==> src/rtl/ysyx_22050598_wb_pkg.sv <==
// Shared sizes and the writeback request payload for the RF writeback arbiter.
package ysyx_22050598_wb_pkg;

    localparam int unsigned XLEN    = 64;
    localparam int unsigned NREG    = 32;
    localparam int unsigned REG_AW  = $clog2(NREG);
    localparam int unsigned CNT_W   = 2;
    localparam int unsigned CNT_MAX = (1 << CNT_W) - 1;

    // One result headed for the register file.
    typedef struct packed {
        logic [REG_AW-1:0] rd;
        logic [XLEN-1:0]   data;
    } wb_req_t;

endpackage : ysyx_22050598_wb_pkg

==> src/rtl/ysyx_22050598_wb_arbiter_if.sv <==
// Issue, ALU/LSU result, RF write and busy-feedback signals of the writeback arbiter.
interface ysyx_22050598_wb_arbiter_if;
    import ysyx_22050598_wb_pkg::*;

    logic                    iss_valid;
    logic [REG_AW-1:0]       iss_rd;
    logic                    iss_ready;

    logic                    alu_valid;
    logic [REG_AW-1:0]       alu_rd;
    logic [XLEN-1:0]         alu_data;
    logic                    alu_ready;

    logic                    lsu_valid;
    logic [REG_AW-1:0]       lsu_rd;
    logic [XLEN-1:0]         lsu_data;
    logic                    lsu_ready;

    logic                    rf_wen;
    logic [REG_AW-1:0]       rf_waddr;
    logic [XLEN-1:0]         rf_wdata;

    logic [NREG-1:0]         busy;
    logic                    wb_err;

    // Pipeline side: drives issues and results, consumes the RF write and busy bits.
    modport master (
        output iss_valid, iss_rd,
        output alu_valid, alu_rd, alu_data,
        output lsu_valid, lsu_rd, lsu_data,
        input  iss_ready, alu_ready, lsu_ready,
        input  rf_wen, rf_waddr, rf_wdata,
        input  busy, wb_err
    );

    // Arbiter side.
    modport slave (
        input  iss_valid, iss_rd,
        input  alu_valid, alu_rd, alu_data,
        input  lsu_valid, lsu_rd, lsu_data,
        output iss_ready, alu_ready, lsu_ready,
        output rf_wen, rf_waddr, rf_wdata,
        output busy, wb_err
    );

endinterface : ysyx_22050598_wb_arbiter_if

==> src/rtl/ysyx_22050598_pend_cnt.sv <==
// Per-register pending-write counter: counts issued-but-uncommitted writes.
module ysyx_22050598_pend_cnt
    import ysyx_22050598_wb_pkg::*;
(
    input  logic             clk,
    input  logic             rst_n,
    input  logic             inc_i,
    input  logic             dec_i,
    output logic [CNT_W-1:0] cnt_o,
    output logic             busy_o,
    output logic             uflow_c
);

    logic [CNT_W-1:0] cnt_q, cnt_d;
    logic             busy_q, busy_d;

    // Next count: simultaneous issue and commit cancel; saturate at both ends.
    always_comb begin
        cnt_d   = cnt_q;
        uflow_c = 1'b0;
        if (dec_i && (cnt_q == '0)) begin
            uflow_c = 1'b1;
        end
        unique case ({inc_i, dec_i})
            2'b10: begin
                if (cnt_q != CNT_W'(CNT_MAX)) begin
                    cnt_d = cnt_q + CNT_W'(1);
                end
            end
            2'b01: begin
                if (cnt_q != '0) begin
                    cnt_d = cnt_q - CNT_W'(1);
                end
            end
            default: ;
        endcase
        busy_d = (cnt_d != '0);
    end

    // Count and busy flag registers.
    always_ff @(posedge clk or negedge rst_n) begin
        if (!rst_n) begin
            cnt_q  <= '0;
            busy_q <= 1'b0;
        end else begin
            cnt_q  <= cnt_d;
            busy_q <= busy_d;
        end
    end

    assign cnt_o  = cnt_q;
    assign busy_o = busy_q;

endmodule : ysyx_22050598_pend_cnt

==> src/rtl/ysyx_22050598_wb_arbiter.sv <==
// Merges LSU and ALU results onto the single RF write port and tracks
// per-register pending writes so decode can stall on RAW hazards.
module ysyx_22050598_wb_arbiter
    import ysyx_22050598_wb_pkg::*;
(
    input  logic                        clk,
    input  logic                        rst_n,
    ysyx_22050598_wb_arbiter_if.slave   bus
);

    wb_req_t          wb_req_q, wb_req_d;
    logic             wb_vld_q, wb_vld_d;
    logic             rf_wen_q, rf_wen_d;
    logic             wb_err_q, wb_err_d;

    logic [CNT_W-1:0] cnt_w  [NREG];
    logic [NREG-1:0]  busy_w;
    logic [NREG-1:1]  inc_w;
    logic [NREG-1:1]  dec_w;
    logic [NREG-1:1]  uflow_w;

    logic             iss_ready_c;
    logic             iss_fire_c;
    logic             iss_dec_hit_c;

    // LSU has fixed priority; the LSU is never back-pressured.
    assign bus.lsu_ready = 1'b1;
    assign bus.alu_ready = !bus.lsu_valid;

    // Issue is blocked only when the counter is full and no commit frees a slot.
    assign iss_dec_hit_c = wb_vld_q && (wb_req_q.rd == bus.iss_rd);
    assign iss_ready_c   = (bus.iss_rd == '0)
                        || (cnt_w[bus.iss_rd] != CNT_W'(CNT_MAX))
                        || iss_dec_hit_c;
    assign iss_fire_c    = bus.iss_valid && iss_ready_c;
    assign bus.iss_ready = iss_ready_c;

    // x0 never has pending writes.
    assign cnt_w[0]  = '0;
    assign busy_w[0] = 1'b0;

    // One pending counter per architectural register except x0.
    for (genvar i = 1; i < NREG; i++) begin : g_cnt
        assign inc_w[i] = iss_fire_c && (bus.iss_rd == REG_AW'(i));
        assign dec_w[i] = wb_vld_q && (wb_req_q.rd == REG_AW'(i));

        ysyx_22050598_pend_cnt u_cnt (
            .clk     (clk),
            .rst_n   (rst_n),
            .inc_i   (inc_w[i]),
            .dec_i   (dec_w[i]),
            .cnt_o   (cnt_w[i]),
            .busy_o  (busy_w[i]),
            .uflow_c (uflow_w[i])
        );
    end

    // Select the accepted source and compute the next output stage and error flag.
    always_comb begin
        wb_vld_d = 1'b0;
        wb_req_d = wb_req_q;
        if (bus.lsu_valid) begin
            wb_vld_d = 1'b1;
            wb_req_d = '{rd: bus.lsu_rd, data: bus.lsu_data};
        end else if (bus.alu_valid) begin
            wb_vld_d = 1'b1;
            wb_req_d = '{rd: bus.alu_rd, data: bus.alu_data};
        end
        rf_wen_d = wb_vld_d && (wb_req_d.rd != '0);
        wb_err_d = wb_err_q || (|uflow_w);
    end

    // Output stage and sticky error register.
    always_ff @(posedge clk or negedge rst_n) begin
        if (!rst_n) begin
            wb_vld_q <= 1'b0;
            wb_req_q <= '0;
            rf_wen_q <= 1'b0;
            wb_err_q <= 1'b0;
        end else begin
            wb_vld_q <= wb_vld_d;
            wb_req_q <= wb_req_d;
            rf_wen_q <= rf_wen_d;
            wb_err_q <= wb_err_d;
        end
    end

    assign bus.rf_wen   = rf_wen_q;
    assign bus.rf_waddr = wb_req_q.rd;
    assign bus.rf_wdata = wb_req_q.data;
    assign bus.busy     = busy_w;
    assign bus.wb_err   = wb_err_q;

endmodule : ysyx_22050598_wb_arbiter
==> src/flat_wrapper.sv <==
// flat-port wrapper written by rule: the top's interface ports become plain ports
module ysyx_22050598_wb_arbiter_flat import ysyx_22050598_wb_pkg::*;
  (clk, rst_n, bus_iss_valid, bus_iss_rd, bus_alu_valid, bus_alu_rd, bus_alu_data, bus_lsu_valid, bus_lsu_rd, bus_lsu_data, bus_iss_ready, bus_alu_ready, bus_lsu_ready, bus_rf_wen, bus_rf_waddr, bus_rf_wdata, bus_busy, bus_wb_err);
  ysyx_22050598_wb_arbiter_if bus_i ();
  input  logic clk;
  input  logic rst_n;
  input wire logic [$bits(bus_i.iss_valid)-1:0] bus_iss_valid;
  input wire logic [$bits(bus_i.iss_rd)-1:0] bus_iss_rd;
  input wire logic [$bits(bus_i.alu_valid)-1:0] bus_alu_valid;
  input wire logic [$bits(bus_i.alu_rd)-1:0] bus_alu_rd;
  input wire logic [$bits(bus_i.alu_data)-1:0] bus_alu_data;
  input wire logic [$bits(bus_i.lsu_valid)-1:0] bus_lsu_valid;
  input wire logic [$bits(bus_i.lsu_rd)-1:0] bus_lsu_rd;
  input wire logic [$bits(bus_i.lsu_data)-1:0] bus_lsu_data;
  output wire logic [$bits(bus_i.iss_ready)-1:0] bus_iss_ready;
  output wire logic [$bits(bus_i.alu_ready)-1:0] bus_alu_ready;
  output wire logic [$bits(bus_i.lsu_ready)-1:0] bus_lsu_ready;
  output wire logic [$bits(bus_i.rf_wen)-1:0] bus_rf_wen;
  output wire logic [$bits(bus_i.rf_waddr)-1:0] bus_rf_waddr;
  output wire logic [$bits(bus_i.rf_wdata)-1:0] bus_rf_wdata;
  output wire logic [$bits(bus_i.busy)-1:0] bus_busy;
  output wire logic [$bits(bus_i.wb_err)-1:0] bus_wb_err;
  assign bus_i.iss_valid = bus_iss_valid;
  assign bus_i.iss_rd = bus_iss_rd;
  assign bus_i.alu_valid = bus_alu_valid;
  assign bus_i.alu_rd = bus_alu_rd;
  assign bus_i.alu_data = bus_alu_data;
  assign bus_i.lsu_valid = bus_lsu_valid;
  assign bus_i.lsu_rd = bus_lsu_rd;
  assign bus_i.lsu_data = bus_lsu_data;
  assign bus_iss_ready = bus_i.iss_ready;
  assign bus_alu_ready = bus_i.alu_ready;
  assign bus_lsu_ready = bus_i.lsu_ready;
  assign bus_rf_wen = bus_i.rf_wen;
  assign bus_rf_waddr = bus_i.rf_waddr;
  assign bus_rf_wdata = bus_i.rf_wdata;
  assign bus_busy = bus_i.busy;
  assign bus_wb_err = bus_i.wb_err;
  ysyx_22050598_wb_arbiter u_core (.clk(clk), .rst_n(rst_n), .bus(bus_i));
endmodule
==> config.mk <==
export PLATFORM = sky130hd
export DESIGN_NAME = ysyx_22050598_wb_arbiter_flat
export DESIGN_NICKNAME = d
export VERILOG_FILES = /design/src/rtl/ysyx_22050598_wb_pkg.sv /design/src/rtl/ysyx_22050598_wb_arbiter_if.sv /design/src/rtl/ysyx_22050598_pend_cnt.sv /design/src/rtl/ysyx_22050598_wb_arbiter.sv /design/src/flat_wrapper.sv
export SDC_FILE = /design/constraint.sdc
export NUM_CORES = 1
export LEC_CHECK = 0
export CORE_UTILIZATION = 35
export DETAILED_ROUTE_END_ITERATION = 8
export PLACE_DENSITY = 0.67
export REMOVE_ABC_BUFFERS = 1
export SYNTH_ARGS = -nofsm -noshare
export SYNTH_HDL_FRONTEND = slang
export SYNTH_SLANG_ARGS = --single-unit
==> constraint.sdc <==
create_clock -name clk -period 3.4 [get_ports clk]
set_input_delay 0.68 -clock clk [delete_from_list [all_inputs] [get_ports clk]]
set_output_delay 0.68 -clock clk [all_outputs]
set_load 0.005 [all_outputs]
; After elaboration in Yosys (flattened, before gate mapping)
; Index checks and enable logic that the tools add are counted.
[op_classes]
n_mux = 131
n_mul = 0
bitwise = 1
eq_ne = 157
magnitude_cmp = 1
n_shift = 0
n_reduce_logical = 197
n_div = 0
addsub = 62
[ops]
columns = cell, count
row1 = $eq 5x5->1 const B, 32
row2 = $mux 69, 2
row3 = $mux 2, 64
row4 = $reduce_bool 2->1, 63
row5 = $pmux 2 s2, 31
row6 = $logic_and 1x1->1, 96
row7 = $eq 5x4->1 const B, 16
row8 = $ne 2x2->1 const B, 32
row9 = $add 2x1->2 const B, 31
row10 = $eq 2x1->1 const B, 31
row11 = $eq 2x2->1 const B, 31
row12 = $logic_not 2->1, 31
row13 = $sub 2x1->2 const B, 31
row14 = $eq 5x3->1 const B, 8
row15 = $mux 1, 33
row16 = $reduce_or 31->1, 1
row17 = $eq 5x2->1 const B, 4
row18 = $bmux 2 s5, 1
row19 = $eq 5x1->1 const B, 2
row20 = $ge 6x6->1 const B, 1
row21 = $not 5->6, 1
row22 = $eq 5x5->1, 1
row23 = $logic_not 5->1, 1
row24 = $reduce_bool 5->1, 1
row25 = 2 further kinds, 4
[totals]
reg_bits = 165
elab_cells = 616
latch_bits = 0
out_inout_bits = 106
memories = 0
rom_bits = 0
mem_bits_rw = 0

; Depth between registers and ports, before layout
[depth]
word_depth = 12
ltp_mapped = 15
mapped_depth_nobuf = 11

; By module
; From an unflattened synthesis, not the netlist that was laid out.
[hier_totals]
hier_cells = 1121
hier_area_um2 = 9952.0
[modules_own_cells]
columns = mod, instances, area_per_inst_um2, cells_per_inst
row1 = ysyx_22050598_pend_cnt, 31, 177.7, 20
row2 = ysyx_22050598_wb_arbiter, 1, 4444.3, 501

; Worst setup path before layout
; Ideal clock, no wire load.
[synth_timing]
path_type = input to register
from = in bus_iss_rd[0]
to = reg u_core.g_cnt[25].u_cnt.busy_q
required_ps = 3273
path_slack_ps = 210
n_path_buf = 3
setup_time_ps = 127
t_arrival_ps = 3063
path_stages = 12
cell_sequence = buf_6 inv_4 mux4_2 o22a_1 a21oi_4 buf_6 buf_6 nor4_1 ha_1 and2_1 a221o_1 or2_2
[synth_via]
elab_chain_len = 12
[synth_lines]
columns = element, line
row1 = start: declaration, flat_wrapper.sv:8  ; input wire logic [$bits(bus_i.iss_rd)-1:0] bus_iss_rd;
row2 = $not 5->6 (implied by the code), ysyx_22050598_wb_arbiter.sv:33  ; || (cnt_w[bus.iss_rd] != CNT_W'(CNT_MAX))
row3 = $bmux 2 s5, ysyx_22050598_wb_arbiter.sv:33
row4 = $mux 2 (implied by the code) (2 in a row), ysyx_22050598_wb_arbiter.sv:33
row5 = $ne 2x2->1, ysyx_22050598_wb_arbiter.sv:33
row6 = $logic_or 1x1->1, ysyx_22050598_wb_arbiter.sv:33
row7 = $logic_or 1x1->1, ysyx_22050598_wb_arbiter.sv:34  ; || iss_dec_hit_c;
row8 = $logic_and 1x1->1, ysyx_22050598_wb_arbiter.sv:35  ; assign iss_fire_c = bus.iss_valid && iss_ready_c;
row9 = $logic_and 1x1->1 *, ysyx_22050598_wb_arbiter.sv:44  ; assign inc_w[i] = iss_fire_c && (bus.iss_rd == REG_AW'(i));
row10 = $eq 2x1->1 or $eq 2x2->1 (tied branches), ysyx_22050598_pend_cnt.sv:24  ; unique case ({inc_i, dec_i})
row11 = $pmux 2 s2 *, ysyx_22050598_pend_cnt.sv:24
row12 = named net u_core.g_cnt[25].u_cnt.cnt_d[0], ysyx_22050598_pend_cnt.sv:14  ; logic [CNT_W-1:0] cnt_q, cnt_d;
row13 = $reduce_bool 2->1 *, ysyx_22050598_pend_cnt.sv:37  ; busy_d = (cnt_d != '0);
row14 = named net u_core.g_cnt[25].u_cnt.busy_d, ysyx_22050598_pend_cnt.sv:15  ; logic busy_q, busy_d;
row15 = end signal: assignment, ysyx_22050598_pend_cnt.sv:47  ; busy_q <= busy_d;
row16 = end: declaration, ysyx_22050598_pend_cnt.sv:15
; The timed path passes the listed nets; every way through them passes the cells marked *. The select of a mux whose other input is x is not followed.
; A chain may end at the register's enable or synchronous reset.

; Final worst setup path
[layout_timing]
from = in bus_iss_rd[3]
to = reg u_core.g_cnt[3].u_cnt.busy_q
[layout_via]
elab_chain_len = 12
[layout_lines]
columns = element, line
row1 = $not 5->6 (implied by the code), ysyx_22050598_wb_arbiter.sv:33
row2 = $bmux 2 s5, ysyx_22050598_wb_arbiter.sv:33
row3 = $mux 2 (implied by the code) (2 in a row), ysyx_22050598_wb_arbiter.sv:33
row4 = $ne 2x2->1, ysyx_22050598_wb_arbiter.sv:33
row5 = $logic_or 1x1->1, ysyx_22050598_wb_arbiter.sv:33
row6 = $logic_or 1x1->1, ysyx_22050598_wb_arbiter.sv:34
row7 = $logic_and 1x1->1, ysyx_22050598_wb_arbiter.sv:35
row8 = $logic_and 1x1->1 *, ysyx_22050598_wb_arbiter.sv:44
row9 = $eq 2x1->1 or $eq 2x2->1 (tied branches), ysyx_22050598_pend_cnt.sv:24
row10 = $pmux 2 s2 *, ysyx_22050598_pend_cnt.sv:24
row11 = named net u_core.g_cnt[3].u_cnt.cnt_d[0], ysyx_22050598_pend_cnt.sv:14
row12 = $reduce_bool 2->1 *, ysyx_22050598_pend_cnt.sv:37
row13 = named net u_core.g_cnt[3].u_cnt.busy_d, ysyx_22050598_pend_cnt.sv:15
row14 = end signal: assignment, ysyx_22050598_pend_cnt.sv:47
row15 = end: declaration, ysyx_22050598_pend_cnt.sv:15
; Marks and branches as above.

==> qor.txt <==
status = complete, no violations
Clock Tree Root = clkbuf_16
Synth area leader = dfrtp_1
Final HPWL DP = 25,100 µm
TritonCTS clock tree = yes
maximum VDD drop = 0.000360 V
setup violators final = 0
I/O pins = 254
P_int = 3570 µW
row count = 62
fin crit period = 3.33 ns
diode count = 0
critical-path maximum fanout = 14
warnings from Yosys = 0
Hold Crit Class = in2async
DRT Pass-1 Iters = 5
H-Tree Depth = 4
GR peak layer = met2
fraction of registers with async set/reset = 1.00
Slew Viols, Final = 0
worst hold slack = 0.262 ns
Reg power frac = 0.418
Placer Congestion = 0.926
Top FF cell, synth = dfrtp_1
Cell Count, Final, Fillers Out = 1,796
Total Wirelength = 34,000 µm
LEAKAGE = 0.00616 µW
Net count, final = 1,609
Logic pwr share = 0.190
top cell type's share of synthesized area = 0.402
clk sinks = 165
drt initial violations = 785
port bufs = 251
GRT Total Usage = 0.225
vias in the first global route = 9,544
Max Root-Sink Buffers = 2
clk_lat worst skew = 0.45 ns
Synth Instances = 1,145
RSZ-0062 raised after global routing = false
drt drc = 0
largest net degree at the start of global routing = 92
share of the clock period used by the worst path = 0.978
WP data arrival = 3.65 ns
Synth Cell Area = 10,300 µm²
actual slew at the worst max-slew pin = 0.813 ns
routing usage on met3 = 0.0474
ranking of synthesized cells by area = dfrtp_1 40%, o21ai_0 7.6%, ha_1 7.5%, nand2_1 7.0%, mux2i_1 6.9%
P&R area growth vs syn = 36.3%
# fillers = 2,647
register area share after synthesis = 0.402
Power Dens Cells = 362 nW/µm²
CP startpoint kind = input port
Setup crit end kind = flop
vias per std cell = 5.34
GR Util met1 = 0.292
Post-synth top cells = 193 x nand2_1, 165 x dfrtp_1, 157 x o21ai_0
Core Area = 28,800 µm²
share of cells above drive strength 1 = 0.116
Setup CP Type = in2reg
EDFF count, synth = 0
Placed Cells = 1,757
Net Switching = 1490 µW
DR WL/cell = 18.9 µm
Die Width = 173 µm
Worst-path clk slew = 0.07 ns
Avg Inst Size Synth = 8.98 µm²
Die Y-Extent = 173 µm
Switching Share = 0.295
initial core utilization = 0.357
cts hold-fix bufs = 0
FF-to-FF setup slack = 0.38 ns
area of the die = 30,100 µm²
via count = 9,596
met2 Usage GRT = 0.369
slew margin rel. = 0.458
antenna violations before repair = 0
Setup TNS = 0 ns
Max-cap violations = 0
Post-DP Area = 13,300 µm²
grt total ovfl = 0
clock power share = 0.392
antenna-violating nets left = 0
Setup Skew = 0.0135 ns
FMAX = 0.301 GHz
first-pass GRT wire length = 52,700 µm
Pwr Total = 5070 µW
CP Data Required Time = 3.72 ns
#FFs+latches synth = 165
post-layout instance area = 14,000 µm²
Num CTS Buffers = 17
Final Hold Vio Count = 0
distinct cell type count of the synthesized netlist = 56
cell with the most instances after synthesis = nand2_1
[flip-flops by register name (all words and copies together), names as in the netlist]
| signal | cells |
|---|---|
| u_core.bus.rf_waddr | 5 |
| u_core.bus.rf_wdata | 64 |
| u_core.bus.rf_wen | 1 |
| u_core.bus.wb_err | 1 |
| u_core.g_cnt.u_cnt.busy_o | 31 |
| u_core.g_cnt.u_cnt.cnt_o | 62 |
| u_core.wb_vld_q | 1 |
[power by group through the flow]
stage,clock network (µW),logic [µW],registers [µW]
after floorplan,0,269,2170
after global placement,0,926,2160
after detailed placement,0,937,2160
after CTS,2020,953,2120
after global routing,2100,1030,2130
final,1990,962,2120
[stage by stage]
stage          worst slack [ns]   util
6_report                 0.0737  0.487
5_1_grt                  0.0557  0.487
4_1_cts                -0.00130  0.484
3_5_place_dp             -0.656  0.461
3_3_place_gp             -0.573  0.461
2_1_floorplan             0.289      -
[path summary, 6_finish.rpt]
path | start | endpoint | cells after the start
max | bus_iss_rd[3] | u_core.g_cnt[3].u_cnt.busy_o | 12
min | rst_n | u_core.g_cnt[6].u_cnt.cnt_o[1] | 1
min in group clk | u_core.g_cnt[26].u_cnt.cnt_o[0] | u_core.g_cnt[26].u_cnt.cnt_o[0] | 1
max reg2reg | u_core.g_cnt[26].u_cnt.cnt_o[1] | u_core.g_cnt[23].u_cnt.busy_o | 11
min reg2reg | u_core.g_cnt[26].u_cnt.cnt_o[0] | u_core.g_cnt[26].u_cnt.cnt_o[0] | 1
max in group asynchronous | rst_n | u_core.g_cnt[10].u_cnt.cnt_o[1] | 2
[placed cells by master, fill, tap and decap left out, types with 17 or more instances in the layout]
cell type	count
a21oi_1	34
a221o_1	24
and2_1	26
buf_4	65
clkbuf_16	17
clkdlybuf4s50_1	244
dfrtp_1	165
ha_1	57
inv_1	65
mux2i_1	71
nand2_1	193
nor2b_1	30
nor4_1	39
o21ai_0	157
or2_2	35
or4_1	23
[critical path, cell delays in order]
cell             delay (ns)
clkdlybuf4s50_1        0.44
buf_12                 0.16
and2_1                 0.18
o2111ai_1              0.11
o311ai_2               0.19
or3_4                  0.42
buf_4                  0.18
and3_1                 0.20
ha_4                   0.29
o21ai_0                0.13
a221o_1                0.35
or2_2                  0.30
[layout make-up]
class / instances / area, µm² / share of cell area
Multi-Input combinational cell: 827 / 5430 / 0.388
Sequential cell: 165 / 4130 / 0.295
Timing Repair Buffer: 322 / 3120 / 0.223
Tap cell: 384 / 480 / 0.0343
Clock buffer: 18 / 439 / 0.0314
Inverter: 66 / 250 / 0.0179
Clock inverter: 14 / 156 / 0.0112
[cell families after synthesis]
logic type	count (synthesis)	share of synthesized area
adders and majority gates	62	0.0755
xor gates and xnor gates	5	0.00426
other	2	0.000730
buffers and inverters	154	0.0781
muxes	74	0.0757
DFF	165	0.402
AOI/OAI and AO/OA	246	0.142
and+or+nand+nor	437	0.223
[layer usage]
metal  routed length, µm  vias up
li1                    -     4506
met1               14800     4592
met4                1060        0
met2               15800      419
met5                   0        -
met3                2400       79
[what timing repair did]
action,CTS,global route
resized for setup,7,11
setup buffers,5,1
pin swaps,5,3
setup endpoints to repair,24,30
cloned,1,0
No activity file was read; power rests on OpenSTA's default activity.
